$ cat src/rtl/cpu_defs_pkg.sv
// Shared CPU front-end definitions: default datapath widths and the instruction-queue
// entry layout, which the decoder reuses when it unpacks queue output.
package cpu_defs_pkg;

    localparam int INST_W_DEF = 32;
    localparam int ADDR_W_DEF = 32;

    // Field order matches the {pred_taken, pc, inst} packing used by the queue storage.
    typedef struct packed {
        logic                  pred_taken;
        logic [ADDR_W_DEF-1:0] pc;
        logic [INST_W_DEF-1:0] inst;
    } iq_entry_t;

endpackage

$ cat src/rtl/iq_ram.sv
// Instruction-queue storage: DEPTH x W register array with one synchronous write port
// and one asynchronous (combinational) read port.
module iq_ram #(
    parameter  int DEPTH = 32,
    parameter  int W     = 65,
    localparam int AW    = $clog2(DEPTH)
) (
    input  logic          clk_in,
    input  logic          we,
    input  logic [AW-1:0] waddr,
    input  logic [W-1:0]  wdata,
    input  logic [AW-1:0] raddr,
    output logic [W-1:0]  rdata
);

    logic [W-1:0] mem [DEPTH];

    // NOTE: storage has no reset; occupancy lives in the pointers/count, so stale data is never observed as valid.
    always_ff @(posedge clk_in) begin
        if (we) begin
            mem[waddr] <= wdata;
        end
    end

    assign rdata = mem[raddr];

endmodule

$ cat src/rtl/inst_queue_param.sv
// Parametrised instruction queue between fetch and decode: circular buffer with
// per-entry PC/prediction tags, valid/ready handshakes, flush, count and almost_full.
module inst_queue_param
    import cpu_defs_pkg::*;
#(
    parameter  int DEPTH    = 32,
    parameter  int INST_W   = INST_W_DEF,
    parameter  int ADDR_W   = ADDR_W_DEF,
    parameter  int AFULL_TH = DEPTH - 4,
    localparam int CNT_W    = $clog2(DEPTH) + 1
) (
    input  logic              clk_in,
    input  logic              rst_in,
    input  logic              rdy_in,
    input  logic              flush_in,
    input  logic              in_valid,
    output logic              in_ready,
    input  logic [INST_W-1:0] in_inst,
    input  logic [ADDR_W-1:0] in_pc,
    input  logic              in_pred_taken,
    output logic              out_valid,
    input  logic              out_ready,
    output logic [INST_W-1:0] out_inst,
    output logic [ADDR_W-1:0] out_pc,
    output logic              out_pred_taken,
    output logic [CNT_W-1:0]  count,
    output logic              almost_full
);

    localparam int PTR_W = $clog2(DEPTH);
    localparam int ENT_W = INST_W + ADDR_W + 1;

    initial begin
        if (DEPTH < 2 || (DEPTH & (DEPTH - 1)) != 0)
            $error("inst_queue_param: DEPTH=%0d must be a power of two >= 2", DEPTH);
        if (AFULL_TH < 1 || AFULL_TH > DEPTH)
            $error("inst_queue_param: AFULL_TH=%0d outside 1..%0d", AFULL_TH, DEPTH);
    end

    logic [PTR_W-1:0] head;
    logic [PTR_W-1:0] tail;
    logic             full;
    logic             empty;
    logic             push;
    logic             pop;
    logic [ENT_W-1:0] rd_data;

    // Full/empty come from the registered count, since head == tail is ambiguous.
    assign full        = (count == CNT_W'(DEPTH));
    assign empty       = (count == '0);
    assign in_ready    = !full;
    assign out_valid   = !empty;
    assign almost_full = (count >= CNT_W'(AFULL_TH));

    assign push = in_valid  && in_ready  && rdy_in && !flush_in;
    assign pop  = out_valid && out_ready && rdy_in && !flush_in;

    iq_ram #(
        .DEPTH (DEPTH),
        .W     (ENT_W)
    ) u_ram (
        .clk_in (clk_in),
        .we     (push),
        .waddr  (tail),
        .wdata  ({in_pred_taken, in_pc, in_inst}),
        .raddr  (head),
        .rdata  (rd_data)
    );

    assign {out_pred_taken, out_pc, out_inst} = rd_data;

    // NOTE: sequential state uses non-blocking assignments so every register samples pre-edge values.
    always_ff @(posedge clk_in or negedge rst_in) begin
        if (!rst_in) begin
            head  <= '0;
            tail  <= '0;
            count <= '0;
        end else if (rdy_in) begin
            if (flush_in) begin
                head  <= '0;
                tail  <= '0;
                count <= '0;
            end else begin
                if (push) tail <= tail + PTR_W'(1);
                if (pop)  head <= head + PTR_W'(1);
                case ({push, pop})
                    2'b10:   count <= count + CNT_W'(1);
                    2'b01:   count <= count - CNT_W'(1);
                    default: count <= count;
                endcase
            end
        end
    end

endmodule
$ cat config.mk
export PLATFORM = sky130hd
export DESIGN_NAME = inst_queue_param
export DESIGN_NICKNAME = d
export VERILOG_FILES = /design/src/rtl/cpu_defs_pkg.sv /design/src/rtl/iq_ram.sv /design/src/rtl/inst_queue_param.sv
export SDC_FILE = /design/constraint.sdc
export NUM_CORES = 2
export LEC_CHECK = 0
export ABC_AREA = 0
export BUFFER_PORTS_ARGS = -buffer_cell sky130_fd_sc_hd__clkbuf_2
export CAP_MARGIN = 15
export CORE_MARGIN = 2
export CORE_UTILIZATION = 57
export DETAILED_ROUTE_END_ITERATION = 7
export GPL_ROUTABILITY_DRIVEN = 0
export PLACE_DENSITY = 0.73
export SLEW_MARGIN = 20
export SYNTH_ARGS = -nofsm -noshare
export SYNTH_HDL_FRONTEND = slang
export SYNTH_HIERARCHICAL = 1
export SYNTH_SLANG_ARGS = --single-unit
$ cat constraint.sdc
create_clock -name clk_in -period 5.67 [get_ports clk_in]
set_input_delay 1.701 -clock clk_in [delete_from_list [all_inputs] [get_ports clk_in]]
set_output_delay 1.701 -clock clk_in [all_outputs]
set_load 0.1 [all_outputs]
==> results.py <==
metrics = {
    "critical_path": {
        "slowest_cp_cell": "sky130_fd_sc_hd__dfrtp_4",
        "r2r_setup_slk_ns": 1.81,
        "setup.worst_path.end_class": "primary output",
        "r2r.worst_path.cells": 7,
        "critical_path_buf_inv_count": 2,
        "worstPathRequired_ns": 3.97,
        "critPathArrivalTime_ns": 3.84,
        "reg2reg_to": "u_ram/mem[14][38]",
        "startpoint_type": "flop",
        "crit_path_cell_trace": "buf_16, mux4_2, mux4_2, mux2_2, clkbuf_2",
        "critical_path_class": "reg2out",
        "max_fo_critical_path": 74,
        "worst_path_dominant_cell_family": "multiplexers",
        "cell_repeated_most_along_the_worst_path": "sky130_fd_sc_hd__mux4_2",
        "critical_path.reg2reg.startpoint": "count[0]",
        "max_stage_delay_ns": 0.86,
    },
    "timing": {
        "timing.final.setup_violations": 0,
        "achievable-frequency_mhz": 181,
        "final-hold-violation-count": 0,
        "finClkSkew_ns": 0.0387,
        "grt_setup_unrepaired": "false",
        "totalNegativeSetupSlack_ns": 0,
        "slew_at_the_pin_closest_to_its_max_slew_limit_ns": 1.07,
        "final_number_of_max_transition_violations": 0,
        "period_share_pct": 97.7,
        "worst_slew_margin_rel_pct": 28.7,
        "finalWorstPathRequiredPeriod_ns": 5.54,
        "crit_path_setup_slack_layout_ns": 0.130,
    },
    "yosys": {
        "post_synth_num_cell_types": 58,
        "synth_largest_type_area_fraction_pct": 78.0,
        "yosys_register_bits": 2096,
        "synth-seq-area-share_pct": 78.5,
        "synth_area_mm2": 0.0800,
        "syn_inst": 3205,
        "async_reset_ff_share_pct": 0.763,
        "most_instantiated_library_cell_after_synthesis": "sky130_fd_sc_hd__edfxtp_1",
        "synth-edff-count": 2080,
        "synth.yosys.warnings": 6,
        "synth_area_leaders": "sky130_fd_sc_hd__edfxtp_1, sky130_fd_sc_hd__mux4_2, sky130_fd_sc_hd__mux2_2",
        "ys_top_cells_by_count": "sky130_fd_sc_hd__edfxtp_1, sky130_fd_sc_hd__mux4_2, sky130_fd_sc_hd__mux2_2",
        "postSynth.topFlopCell": "sky130_fd_sc_hd__edfxtp_1",
        "synth.avg_cell_area_um2": 25.0,
        "synth_top_cell_by_area": "sky130_fd_sc_hd__edfxtp_1",
        "syn-num-nets": 3283,
    },
    "power": {
        "power_density_mw_per_mm2": 468,
        "power_leakage_nw": 28.0,
        "power.total_w": 0.0426,
        "max-vdd-ir-drop_v": 0.000617,
    },
    "routing": {
        "firstDrtPassIters": 5,
        "drt_iter0_markers": 5023,
        "route.detailed.vias_per_inst": 6.72,
        "drc": 0,
        "routed_via_count": 37400,
        "ant_nets": 0,
        "routed_wl_mm": 193,
        "drt-wirelength-per-cell_um": 34.7,
    },
    "final_layout": {
        "final_cell_count_no_fill": 5566,
        "post_route_cells_drive_above_1_share_pct": 35.6,
        "n_fill_cell": 8437,
        "area_growth_syn_to_layout_pct": 13.7,
        "multi_input_comb_area_mm2": 0.0166,
        "final_nets": 3599,
        "post-route-cell-area_mm2": 0.0910,
        "register_cell_area_after_layout_mm2": 0.0629,
    },
    "clocking": {
        "clockBufferDepth": 3,
        "postCtsHoldBufs": 0,
        "clock_tree.root_cell": "sky130_fd_sc_hd__clkbuf_16",
        "clkTransAtPathRegs_ns": 0.06,
        "clk-insertion-delay-late_ns": 0.82,
        "cts_made_buffers": 198,
        "tritoncts": "yes",
        "htreeDepth": 4,
        "clock_sink_count": 2096,
    },
    "floorplanning": {
        "initial_utilization_pct": 57.4,
        "design.core.area_mm2": 0.139,
        "dieArea_mm2": 0.143,
        "pin_count": 145,
        "floorplan.die.height_um": 379,
        "num_rows": 137,
        "die_width_um": 379,
    },
    "outcome": {
        "run_status": "finished, final reports clean",
    },
    "grt": {
        "antenna_found_initial": 11,
        "overflow": 0,
        "grt_start_max_net_pins": 75,
        "number_of_global_route_vias_before_repair": 38400,
        "grt_util_all_layers_pct": 27.6,
        "grt_first_pass_wirelength_mm": 277,
    },
    "hold_path": {
        "min_to": "count[2]",
        "min-delay-start": "count[2]",
        "worstHoldPathCells": 1,
        "hold_path_class": "reg2reg",
    },
    "place": {
        "place_area_mm2": 0.0846,
        "hpwlAfterDp_mm": 94.1,
        "dpl.cell_count": 5196,
        "place_worst_setup_slack_ns": 0.592,
        "portBuffers": 144,
    },
    "run": {
        "max_cap_violations": 0,
    },
}
-- worst max-delay path by stage --
stage	depth (start not counted)	slack [ns]	start	end
6_report	5	0.13	head[1]	out_pc[30]
5_1_grt	6	0.03	head[0]	out_pc[29]
4_1_cts	5	0.01	head[1]	out_pc[30]
3_5_place_dp	8	0.59	in_valid	u_ram/mem[14][38]
3_3_place_gp	8	0.64	in_valid	u_ram/mem[14][36]
2_1_floorplan	7	-0.45	flush_in	u_ram/mem[28][0]
-- registers in the layout, summed over array words and instances (netlist names) --
signal and cells:
tail 5, u_ram/mem 2080, count 6, head 5
-- metal layers --
metal | up-vias | global-route usage, % | part of all wire [%]
li1 | 14600 | - | -
met5 | - | 0 | 0.058
met2 | 2211 | 45.6 | 51
met3 | 390 | 5.63 | 10
met1 | 20200 | 37.9 | 37
met4 | 16 | 7.85 | 2.7
-- cell families after synthesis --
group / Yosys count / share of synthesized area (%)
compound gates: 88 / 0.783
xor+xnor: 4 / 0.0438
fa+ha+maj: 7 / 0.119
buf+inv: 176 / 1.04
flops: 2096 / 78.5
mux: 731 / 18.8
simple gates: 103 / 0.667
-- layout by cell type (no fill, tap or decap), types with 5 or more instances in the layout --
master / synthesis / layout
sky130_fd_sc_hd__a211oi_1: 6 / 6
sky130_fd_sc_hd__a221oi_1: 12 / 12
sky130_fd_sc_hd__buf_12: 0 / 76
sky130_fd_sc_hd__buf_4: 11 / 81
sky130_fd_sc_hd__bufinv_16: 0 / 19
sky130_fd_sc_hd__clkbuf_1: 73 / 38
sky130_fd_sc_hd__clkbuf_16: 0 / 200
sky130_fd_sc_hd__clkbuf_2: 0 / 121
sky130_fd_sc_hd__clkinv_1: 0 / 39
sky130_fd_sc_hd__clkinv_2: 0 / 45
sky130_fd_sc_hd__clkinv_8: 0 / 5
sky130_fd_sc_hd__clkinvlp_4: 0 / 5
sky130_fd_sc_hd__dfrtp_1: 16 / 11
sky130_fd_sc_hd__dfrtp_4: 0 / 5
sky130_fd_sc_hd__diode_2: 0 / 5
sky130_fd_sc_hd__edfxtp_1: 2080 / 2080
sky130_fd_sc_hd__ha_1: 6 / 6
sky130_fd_sc_hd__inv_1: 11 / 10
sky130_fd_sc_hd__inv_6: 0 / 5
sky130_fd_sc_hd__mux2_2: 79 / 79
sky130_fd_sc_hd__mux2i_1: 41 / 41
sky130_fd_sc_hd__mux4_2: 611 / 611
sky130_fd_sc_hd__nand2_1: 9 / 9
sky130_fd_sc_hd__nand3_1: 5 / 5
sky130_fd_sc_hd__nand3b_1: 6 / 6
sky130_fd_sc_hd__nor2_1: 50 / 18
sky130_fd_sc_hd__nor2_4: 0 / 32
sky130_fd_sc_hd__nor2b_1: 5 / 5
sky130_fd_sc_hd__o21ai_0: 19 / 19
sky130_fd_sc_hd__o22ai_1: 15 / 15
sky130_fd_sc_hd__o31a_1: 5 / 5
-- where the power goes --
part / total (W) / leakage, nW / switching, W / internal [W]
Clock: 0.0130 / 3.13 / 0.00563 / 0.00737
Combinational: 0.0122 / 5.95 / 0.00722 / 0.00496
Sequential: 0.0174 / 18.9 / 0.000270 / 0.0172
Total: 0.0426 / 28.0 / 0.0131 / 0.0295
-- area by class of cell --
type                            count  area share (%)
Multi-Input combinational cell    933            18.2
Tap cell                         1876            2.58
Antenna cell                        5          0.0137
Timing Repair Buffer              281            3.06
Inverter                           11          0.0454
Clock buffer                      239            5.67
Sequential cell                  2096            69.1
Clock inverter                    125            1.34
-- repair_timing --
item	CTS	global route
setup buffers	1	0
endpoints found under the hold margin	0	0
endpoints found under the setup margin	4	2
gates resized for setup	0	2
-- per-stage QoR --
step           hold slack [ns]  util, %
3_5_place_dp             0.627     60.7
4_1_cts                  0.644     65.3
5_1_grt                  0.684     65.3
3_3_place_gp             0.582     60.7
6_report                 0.652     65.3
2_1_floorplan            0.536        -
No activity file was read; power rests on OpenSTA's default activity.
